## src/rtl/musa_pkg.sv

```systemverilog
// Shared defaults and types for the register bank and the execute stage.
package musa_pkg;

  localparam int DATA_WIDTH = 32;
  localparam int ADDR_WIDTH = 5;

  typedef logic signed [DATA_WIDTH-1:0] word_t;
  typedef logic [ADDR_WIDTH-1:0]        reg_addr_t;

endpackage

```

## src/rtl/register_bank_if.sv

```systemverilog
// Read/write/debug bus of the register bank.
// The master side drives requests and write-back; the slave side is the bank.
interface register_bank_if #(
  parameter int DATA_WIDTH = musa_pkg::DATA_WIDTH,
  parameter int ADDR_WIDTH = musa_pkg::ADDR_WIDTH
);

  logic                  rd_en;
  logic                  hold;
  logic [ADDR_WIDTH-1:0] rs_addr;
  logic [ADDR_WIDTH-1:0] rt_addr;
  logic [DATA_WIDTH-1:0] op1;
  logic [DATA_WIDTH-1:0] op2;
  logic                  op_valid;
  logic                  we;
  logic [ADDR_WIDTH-1:0] wr_addr;
  logic [DATA_WIDTH-1:0] wr_data;
  logic [ADDR_WIDTH-1:0] dbg_addr;
  logic [DATA_WIDTH-1:0] dbg_data;

  modport master (
    output rd_en, hold, rs_addr, rt_addr, we, wr_addr, wr_data, dbg_addr,
    input  op1, op2, op_valid, dbg_data
  );

  modport slave (
    input  rd_en, hold, rs_addr, rt_addr, we, wr_addr, wr_data, dbg_addr,
    output op1, op2, op_valid, dbg_data
  );

endinterface

```

## src/rtl/regbank_read_port.sv

```systemverilog
// One operand source selector: zero-register masking plus optional
// same-edge write forwarding.
// Optional feature macro: REGBANK_BYPASS_EN (forward wr_data on address match).
module regbank_read_port #(
  parameter int DATA_WIDTH = musa_pkg::DATA_WIDTH,
  parameter int ADDR_WIDTH = musa_pkg::ADDR_WIDTH,
  parameter int ZERO_REG   = 1
) (
  input  logic [ADDR_WIDTH-1:0] rd_addr,
  input  logic [DATA_WIDTH-1:0] rd_stored,
  input  logic                  we,
  input  logic [ADDR_WIDTH-1:0] wr_addr,
  input  logic [DATA_WIDTH-1:0] wr_data,
  output logic [DATA_WIDTH-1:0] src
);

`ifndef REGBANK_BYPASS_EN
  // Write-side inputs only matter when forwarding is built in.
  logic unused_wr;
  assign unused_wr = ^{we, wr_addr, wr_data};
`endif

  // Pick stored contents, forwarded write data, or a hard zero for r0.
  always_comb begin
    src = rd_stored;
`ifdef REGBANK_BYPASS_EN
    if (we && (wr_addr == rd_addr)) begin
      src = wr_data;
    end
`endif
    // Masking last so r0 is never forwarded when it is hard-wired.
    if ((ZERO_REG != 0) && (rd_addr == '0)) begin
      src = '0;
    end
  end

endmodule

```

## src/rtl/register_bank.sv

```systemverilog
// Two-read/one-write register bank with registered operand outputs.
// Optional feature macro: REGBANK_BYPASS_EN (same-edge write-to-read forwarding,
// implemented inside regbank_read_port).
module register_bank #(
  parameter int DATA_WIDTH = musa_pkg::DATA_WIDTH,
  parameter int ADDR_WIDTH = musa_pkg::ADDR_WIDTH,
  parameter int ZERO_REG   = 1
) (
  input  logic            clk,
  input  logic            reset,
  register_bank_if.slave  bus
);

  localparam int NUM_REGS = 1 << ADDR_WIDTH;

  logic [DATA_WIDTH-1:0] regs_q [NUM_REGS];
  logic [DATA_WIDTH-1:0] regs_d [NUM_REGS];
  logic [DATA_WIDTH-1:0] op1_q, op1_d;
  logic [DATA_WIDTH-1:0] op2_q, op2_d;
  logic                  op_valid_q, op_valid_d;
  logic [DATA_WIDTH-1:0] src_rs, src_rt;
  logic                  wr_ok;

  regbank_read_port #(
    .DATA_WIDTH (DATA_WIDTH),
    .ADDR_WIDTH (ADDR_WIDTH),
    .ZERO_REG   (ZERO_REG)
  ) u_rs (
    .rd_addr   (bus.rs_addr),
    .rd_stored (regs_q[bus.rs_addr]),
    .we        (bus.we),
    .wr_addr   (bus.wr_addr),
    .wr_data   (bus.wr_data),
    .src       (src_rs)
  );

  regbank_read_port #(
    .DATA_WIDTH (DATA_WIDTH),
    .ADDR_WIDTH (ADDR_WIDTH),
    .ZERO_REG   (ZERO_REG)
  ) u_rt (
    .rd_addr   (bus.rt_addr),
    .rd_stored (regs_q[bus.rt_addr]),
    .we        (bus.we),
    .wr_addr   (bus.wr_addr),
    .wr_data   (bus.wr_data),
    .src       (src_rt)
  );

  // A write lands unless it targets the hard-wired zero register.
  assign wr_ok = bus.we && !((ZERO_REG != 0) && (bus.wr_addr == '0));

  // Next register contents: single write port, independent of hold/rd_en.
  always_comb begin
    regs_d = regs_q;
    if (wr_ok) begin
      regs_d[bus.wr_addr] = bus.wr_data;
    end
  end

  // Next operand outputs: hold freezes everything, otherwise rd_en loads.
  always_comb begin
    op1_d      = op1_q;
    op2_d      = op2_q;
    op_valid_d = op_valid_q;
    if (!bus.hold) begin
      op_valid_d = bus.rd_en;
      if (bus.rd_en) begin
        op1_d = src_rs;
        op2_d = src_rt;
      end
    end
  end

  // Storage array with asynchronous clear.
  always_ff @(posedge clk or posedge reset) begin
    if (reset) begin
      for (int i = 0; i < NUM_REGS; i++) begin
        regs_q[i] <= '0;
      end
    end else begin
      regs_q <= regs_d;
    end
  end

  // Operand output registers with asynchronous clear.
  always_ff @(posedge clk or posedge reset) begin
    if (reset) begin
      op1_q      <= '0;
      op2_q      <= '0;
      op_valid_q <= 1'b0;
    end else begin
      op1_q      <= op1_d;
      op2_q      <= op2_d;
      op_valid_q <= op_valid_d;
    end
  end

  assign bus.op1      = op1_q;
  assign bus.op2      = op2_q;
  assign bus.op_valid = op_valid_q;
  assign bus.dbg_data = regs_q[bus.dbg_addr];

endmodule

```

## src/flat_wrapper.sv

```systemverilog
// flat-port wrapper written by rule: the top's interface ports become plain ports
module register_bank_flat 
#(
  parameter int DATA_WIDTH = musa_pkg::DATA_WIDTH,
  parameter int ADDR_WIDTH = musa_pkg::ADDR_WIDTH,
  parameter int ZERO_REG   = 1
)
  (clk, reset, bus_rd_en, bus_hold, bus_rs_addr, bus_rt_addr, bus_we, bus_wr_addr, bus_wr_data, bus_dbg_addr, bus_op1, bus_op2, bus_op_valid, bus_dbg_data);
  register_bank_if #(.DATA_WIDTH(DATA_WIDTH), .ADDR_WIDTH(ADDR_WIDTH)) bus_i ();
  input  logic clk;
  input  logic reset;
  input wire logic [$bits(bus_i.rd_en)-1:0] bus_rd_en;
  input wire logic [$bits(bus_i.hold)-1:0] bus_hold;
  input wire logic [$bits(bus_i.rs_addr)-1:0] bus_rs_addr;
  input wire logic [$bits(bus_i.rt_addr)-1:0] bus_rt_addr;
  input wire logic [$bits(bus_i.we)-1:0] bus_we;
  input wire logic [$bits(bus_i.wr_addr)-1:0] bus_wr_addr;
  input wire logic [$bits(bus_i.wr_data)-1:0] bus_wr_data;
  input wire logic [$bits(bus_i.dbg_addr)-1:0] bus_dbg_addr;
  output wire logic [$bits(bus_i.op1)-1:0] bus_op1;
  output wire logic [$bits(bus_i.op2)-1:0] bus_op2;
  output wire logic [$bits(bus_i.op_valid)-1:0] bus_op_valid;
  output wire logic [$bits(bus_i.dbg_data)-1:0] bus_dbg_data;
  assign bus_i.rd_en = bus_rd_en;
  assign bus_i.hold = bus_hold;
  assign bus_i.rs_addr = bus_rs_addr;
  assign bus_i.rt_addr = bus_rt_addr;
  assign bus_i.we = bus_we;
  assign bus_i.wr_addr = bus_wr_addr;
  assign bus_i.wr_data = bus_wr_data;
  assign bus_i.dbg_addr = bus_dbg_addr;
  assign bus_op1 = bus_i.op1;
  assign bus_op2 = bus_i.op2;
  assign bus_op_valid = bus_i.op_valid;
  assign bus_dbg_data = bus_i.dbg_data;
  register_bank #(.DATA_WIDTH(DATA_WIDTH), .ADDR_WIDTH(ADDR_WIDTH), .ZERO_REG(ZERO_REG)) u_core (.clk(clk), .reset(reset), .bus(bus_i));
endmodule
```

## config.mk

```make
export PLATFORM = sky130hd
export DESIGN_NAME = register_bank_flat
export DESIGN_NICKNAME = d
export VERILOG_FILES = /design/src/rtl/musa_pkg.sv /design/src/rtl/register_bank_if.sv /design/src/rtl/regbank_read_port.sv /design/src/rtl/register_bank.sv /design/src/flat_wrapper.sv
export SDC_FILE = /design/constraint.sdc
export NUM_CORES = 2
export LEC_CHECK = 0
export CAP_MARGIN = 20
export CORE_MARGIN = 5
export CORE_UTILIZATION = 59
export CTS_BUF_LIST = sky130_fd_sc_hd__clkbuf_2
export CTS_CLUSTER_DIAMETER = 100
export DETAILED_ROUTE_END_ITERATION = 8
export PLACE_DENSITY_LB_ADDON = 0.1
export RECOVER_POWER = 50
export SETUP_SLACK_MARGIN = 0.05
export SYNTH_ARGS = -nofsm -noshare
export SYNTH_HDL_FRONTEND = slang
export SYNTH_SLANG_ARGS = --single-unit
```

## constraint.sdc

```tcl
create_clock -name clk -period 34.9 [get_ports clk]
set_input_delay 6.98 -clock clk [delete_from_list [all_inputs] [get_ports clk]]
set_output_delay 6.98 -clock clk [all_outputs]
set_load 0.1 [all_outputs]
```

# Yosys cells after proc, flatten, opt, wreduce, memory -nomap -nowiden
# Index checks and enable logic that the tools add are counted.
# word_totals
regBits,1089
out_inout_bits,97
wordCells,66
inputBits,57
# op_classes
mux,14
reduce_logical,7
bitwise_logic,5
order_cmp,5
# op_table
operator,count
$bwmux W1024,1
$bmux W32 S5,3
$mux W32,9
$demux W32 S5,1
$ge A6 B6 Y1 const B,4
$not A5 Y6,4
$logic_not A5 Y1,3
$lt A6 B1 Y1 const B,1
$logic_and A1 B1 Y1,2
$reduce_and A2 Y1,1
$logic_not A1 Y1,1
$not A1 Y1,1

# Longest topological paths before layout
# depth
depth_word,6
mapped_depth,9
ltp_nobuf,4

# By module
# Synthesis repeated with hierarchy kept, for this count alone.
# hier_totals
hier_cells,5978
hier_area_um2,67762.5
# by_module_without_submodules
mod,n_inst,cells_each,area_per_inst_um2
register_bank,1,5898,67119.4
regbank_read_port,2,40,321.6

# Worst setup path before layout
# Ideal clock, no wire load.
# synth_timing
path_kind,input -> output
start,input bus_dbg_addr[0]
end,output bus_dbg_data[0]
t_required_ns,27.920
slack_ns,18.945
arrival_ns,8.975
stages,6
n_path_buf,3
path_cell_list,clkbuf_1 -> buf_6 -> buf_6 -> mux4_2 -> mux4_2 -> mux2_2
# synth_via
elab_chain_len,4
# synth_rtl
item,line,text
start: declaration,flat_wrapper.sv:19,input wire logic [$bits(bus_i.dbg_addr)-1:0] bus_dbg_addr;
$not A5 Y6 (not written as such),register_bank.sv:102,assign bus.dbg_data = regs_q[bus.dbg_addr];
$bmux W32 S5,register_bank.sv:102,
$mux W32 (not written as such) (2 in series),register_bank.sv:102,
end: declaration,flat_wrapper.sv:23,output wire logic [$bits(bus_i.dbg_data)-1:0] bus_dbg_data;
# Every way passes these cells. The select of a mux whose other input is x is not followed.

# Worst setup path in the final report
# layout_timing
start,input bus_dbg_addr[1]
end,output bus_dbg_data[30]
# Same word-level chain as after synthesis.

==> metrics.txt <==
WL/cell 36.4 um; Resized cells post-CTS 0; initial antenna violation count 11; first-pass GRT wire length 321000 um; Leak 0.0298 uW; Fmax achieved 0.0539 GHz; WP data arrival 11560 ps; largest net degree at the start of global routing 174; ys async rst share 1.00; MaxCap Viol Count 40; GR Overflow Total 0; Period minus WS final 18540 ps; Post-Syn Area 64500 sq um; Hold Path Sink u_core.regs_q[1007]; TritonCTS clock tree yes; die area 116000 sq um; CP startpoint kind input port; synthesized flop and latch total 1089; Hold Fails Final Rpt 0; core area 109000 sq um; Hold Crit Class register to register; P_int 2440 uW; DRC 0; area leader, netlist dfrtp_1; Setup CP Type input port to primary output; dpl hpwl 117000 um; top cells by area, synth dfrtp_1 42%, mux4_2 23%, mux2_2 18%; Reg clk slew, reported paths 90 ps; setup TNS 0 ps; Final nets 4481; Initial Utilization 0.593; final slew viol count 1322; vias in the first global route 46200; Die Wd 341 um; drt pass-1 iters 5; postcts setup bufs 0; R2R cell count 4; Mean Syn Cell Area 14.7 sq um; Routed Antenna Nets 0; VDD IR-drop max 0.0414 mV; post-synth cell types 45; CP max stage delay 1000 ps; Num CTS Buffers 308; fin cells 6039; sequential cell area fraction in the yosys report 0.422; pwr dens 54.4 nW/um^2; GPL Wtd Cong 0.846; placed insts 5522; routed vias/inst 7.56; Slew @ Worst Pin 4620 ps; list of most frequent post-synthesis cells 1089 x dfrtp_1, 1046 x mux2_2, 653 x mux4_2; CP Cell Sequence buf_8 -> buf_4 -> buf_4 -> mux4_2 -> mux4_2 -> mux2_2 -> clkdlybuf4s50_1; Hold Path Origin u_core.regs_q[1007]; Core Rows 121; clock power share 0.248; cells after synthesis 4392; switching power 1320 uW; failing checks capacitance limit, slew limit; final critical-path share of the clock period 0.531; cell with the most instances after synthesis dfrtp_1; hold path depth 0; Critical Path Slowest Stage Cell clkdlybuf4s50_1; worst reg2reg setup slack 32850 ps; first-iteration detailed-routing DRC count 5331; routed via count 45700; worst-path fanout max 94; H-tree depth 5; outcome finished, violations left; Post-Route WL 220000 um; Root Buffer clkbuf_2; crit end category primary output; Sw Ratio 0.351; EDFF count, synth 0; Worst EP required 27920 ps; Hold Buf Count CTS 0; Main synth FF type dfrtp_1; area growth from synthesis to layout 7.14%; Worst-Skew Late Latency 1610 ps; GRT Overall Usage 0.379; endpoint of the most critical register-to-register path u_core.bus.op1[31]; setup violators final 0; RSZ-0062 raised after global routing no; Seq pwr share 0.466; Logic pwr share 0.287; post-synth net total 4449; Slew Limit Headroom -2.08; Ys Warns 0; FF-to-FF Start u_core.regs_q[767]; layout cells sized above 1 0.495; Synth top area share 0.422; clk buf depth 4; CTS Sinks 1089; PortBufs 153; clk_skew 110 ps; io pins 154; die height 341 um
## flip-flops by register name, summed over array words and instances (netlist names)
signal	count
u_core.bus.op1	32
u_core.bus.op2	32
u_core.bus.op_valid	1
u_core.regs_q	1024
## worst max-delay path by stage
stage	startpoint	to	slack, ps	depth (start not counted)
3_5_place_dp	bus_dbg_addr[1]	bus_dbg_data[29]	16440	7
3_3_place_gp	bus_dbg_addr[1]	bus_dbg_data[30]	16530	7
2_1_floorplan	reset	u_core.bus.op1[0]	12900	1
4_1_cts	bus_dbg_addr[1]	bus_dbg_data[29]	16440	7
6_report	bus_dbg_addr[1]	bus_dbg_data[30]	16360	7
5_1_grt	bus_dbg_addr[1]	bus_dbg_data[29]	16290	7
## power groups by stage
stage          Clock, uW  Sequential [uW]  Combinational [uW]
3_3_place_gp           0             1760                1050
6_report             931             1750                1080
5_1_grt             1020             1780                1140
4_1_cts              947             1740                1070
3_5_place_dp           0             1760                1070
2_1_floorplan          0             1760                 788
## routing by layer
metal  up-vias  global-route usage  share of wire
met4         8               0.173          0.051
li1      17600                   -              -
met5         -                   0        0.00025
met1     24200               0.532           0.39
met2      3179               0.554           0.44
met3       682               0.109           0.12
## cell families after synthesis
| kind of cell | count (synthesis) | synth area share |
|---|---|---|
| simple gates | 241 | 0.0196 |
| flops | 1089 | 0.422 |
| mux | 2054 | 0.466 |
| compound gates | 485 | 0.0568 |
| buf+inv | 523 | 0.0355 |
## layout by cell type, fill, tap and decap left out, types with 11 or more instances in the layout
master,count
clkbuf_1,24
a21oi_1,71
buf_4,57
o41ai_1,32
clkbuf_2,419
o22ai_1,40
nand2_1,85
a211o_1,26
a32o_1,21
mux2i_1,355
a221oi_1,11
a22o_1,30
clkinv_1,56
diode_2,14
and2_1,13
a22oi_1,140
a211oi_1,35
nand4_1,14
o22a_1,14
o221ai_1,30
nor2_4,11
or2_2,31
mux4_2,653
mux2_2,1042
dfrtp_1,1089
clkdlybuf4s50_1,137
nor2b_1,35
## final cells by class
type / count / area (sq um)
fill: 8329 / 39600
multi-input combinational: 2780 / 35200
sequential: 1089 / 27300
timing repair buffer: 242 / 2290
clock buffer: 419 / 2100
tap: 1414 / 1770
clock inverter: 78 / 510
antenna: 14 / 35.0
inverter: 3 / 15.0
## critical path: cells and delay by family
family                 cells  cell delay, ps
buffers and inverters      4            3180
muxes                      3            1260
## stage by stage
stage / utilization / instance area [sq um] / hold WS (ps) / total power, uW / worst slack (ps)
final: 0.636 / 69100 / 432 / 3760 / 16360
after global routing: 0.636 / 69100 / 443 / 3930 / 16290
after CTS: 0.637 / 69200 / 427 / 3760 / 16440
after detailed placement: 0.613 / 66600 / 407 / 2830 / 16440
after global placement: 0.613 / 66600 / 401 / 2800 / 16530
after floorplan: - / 64500 / 458 / 2550 / 12900
No activity file was read; power rests on OpenSTA's default activity.
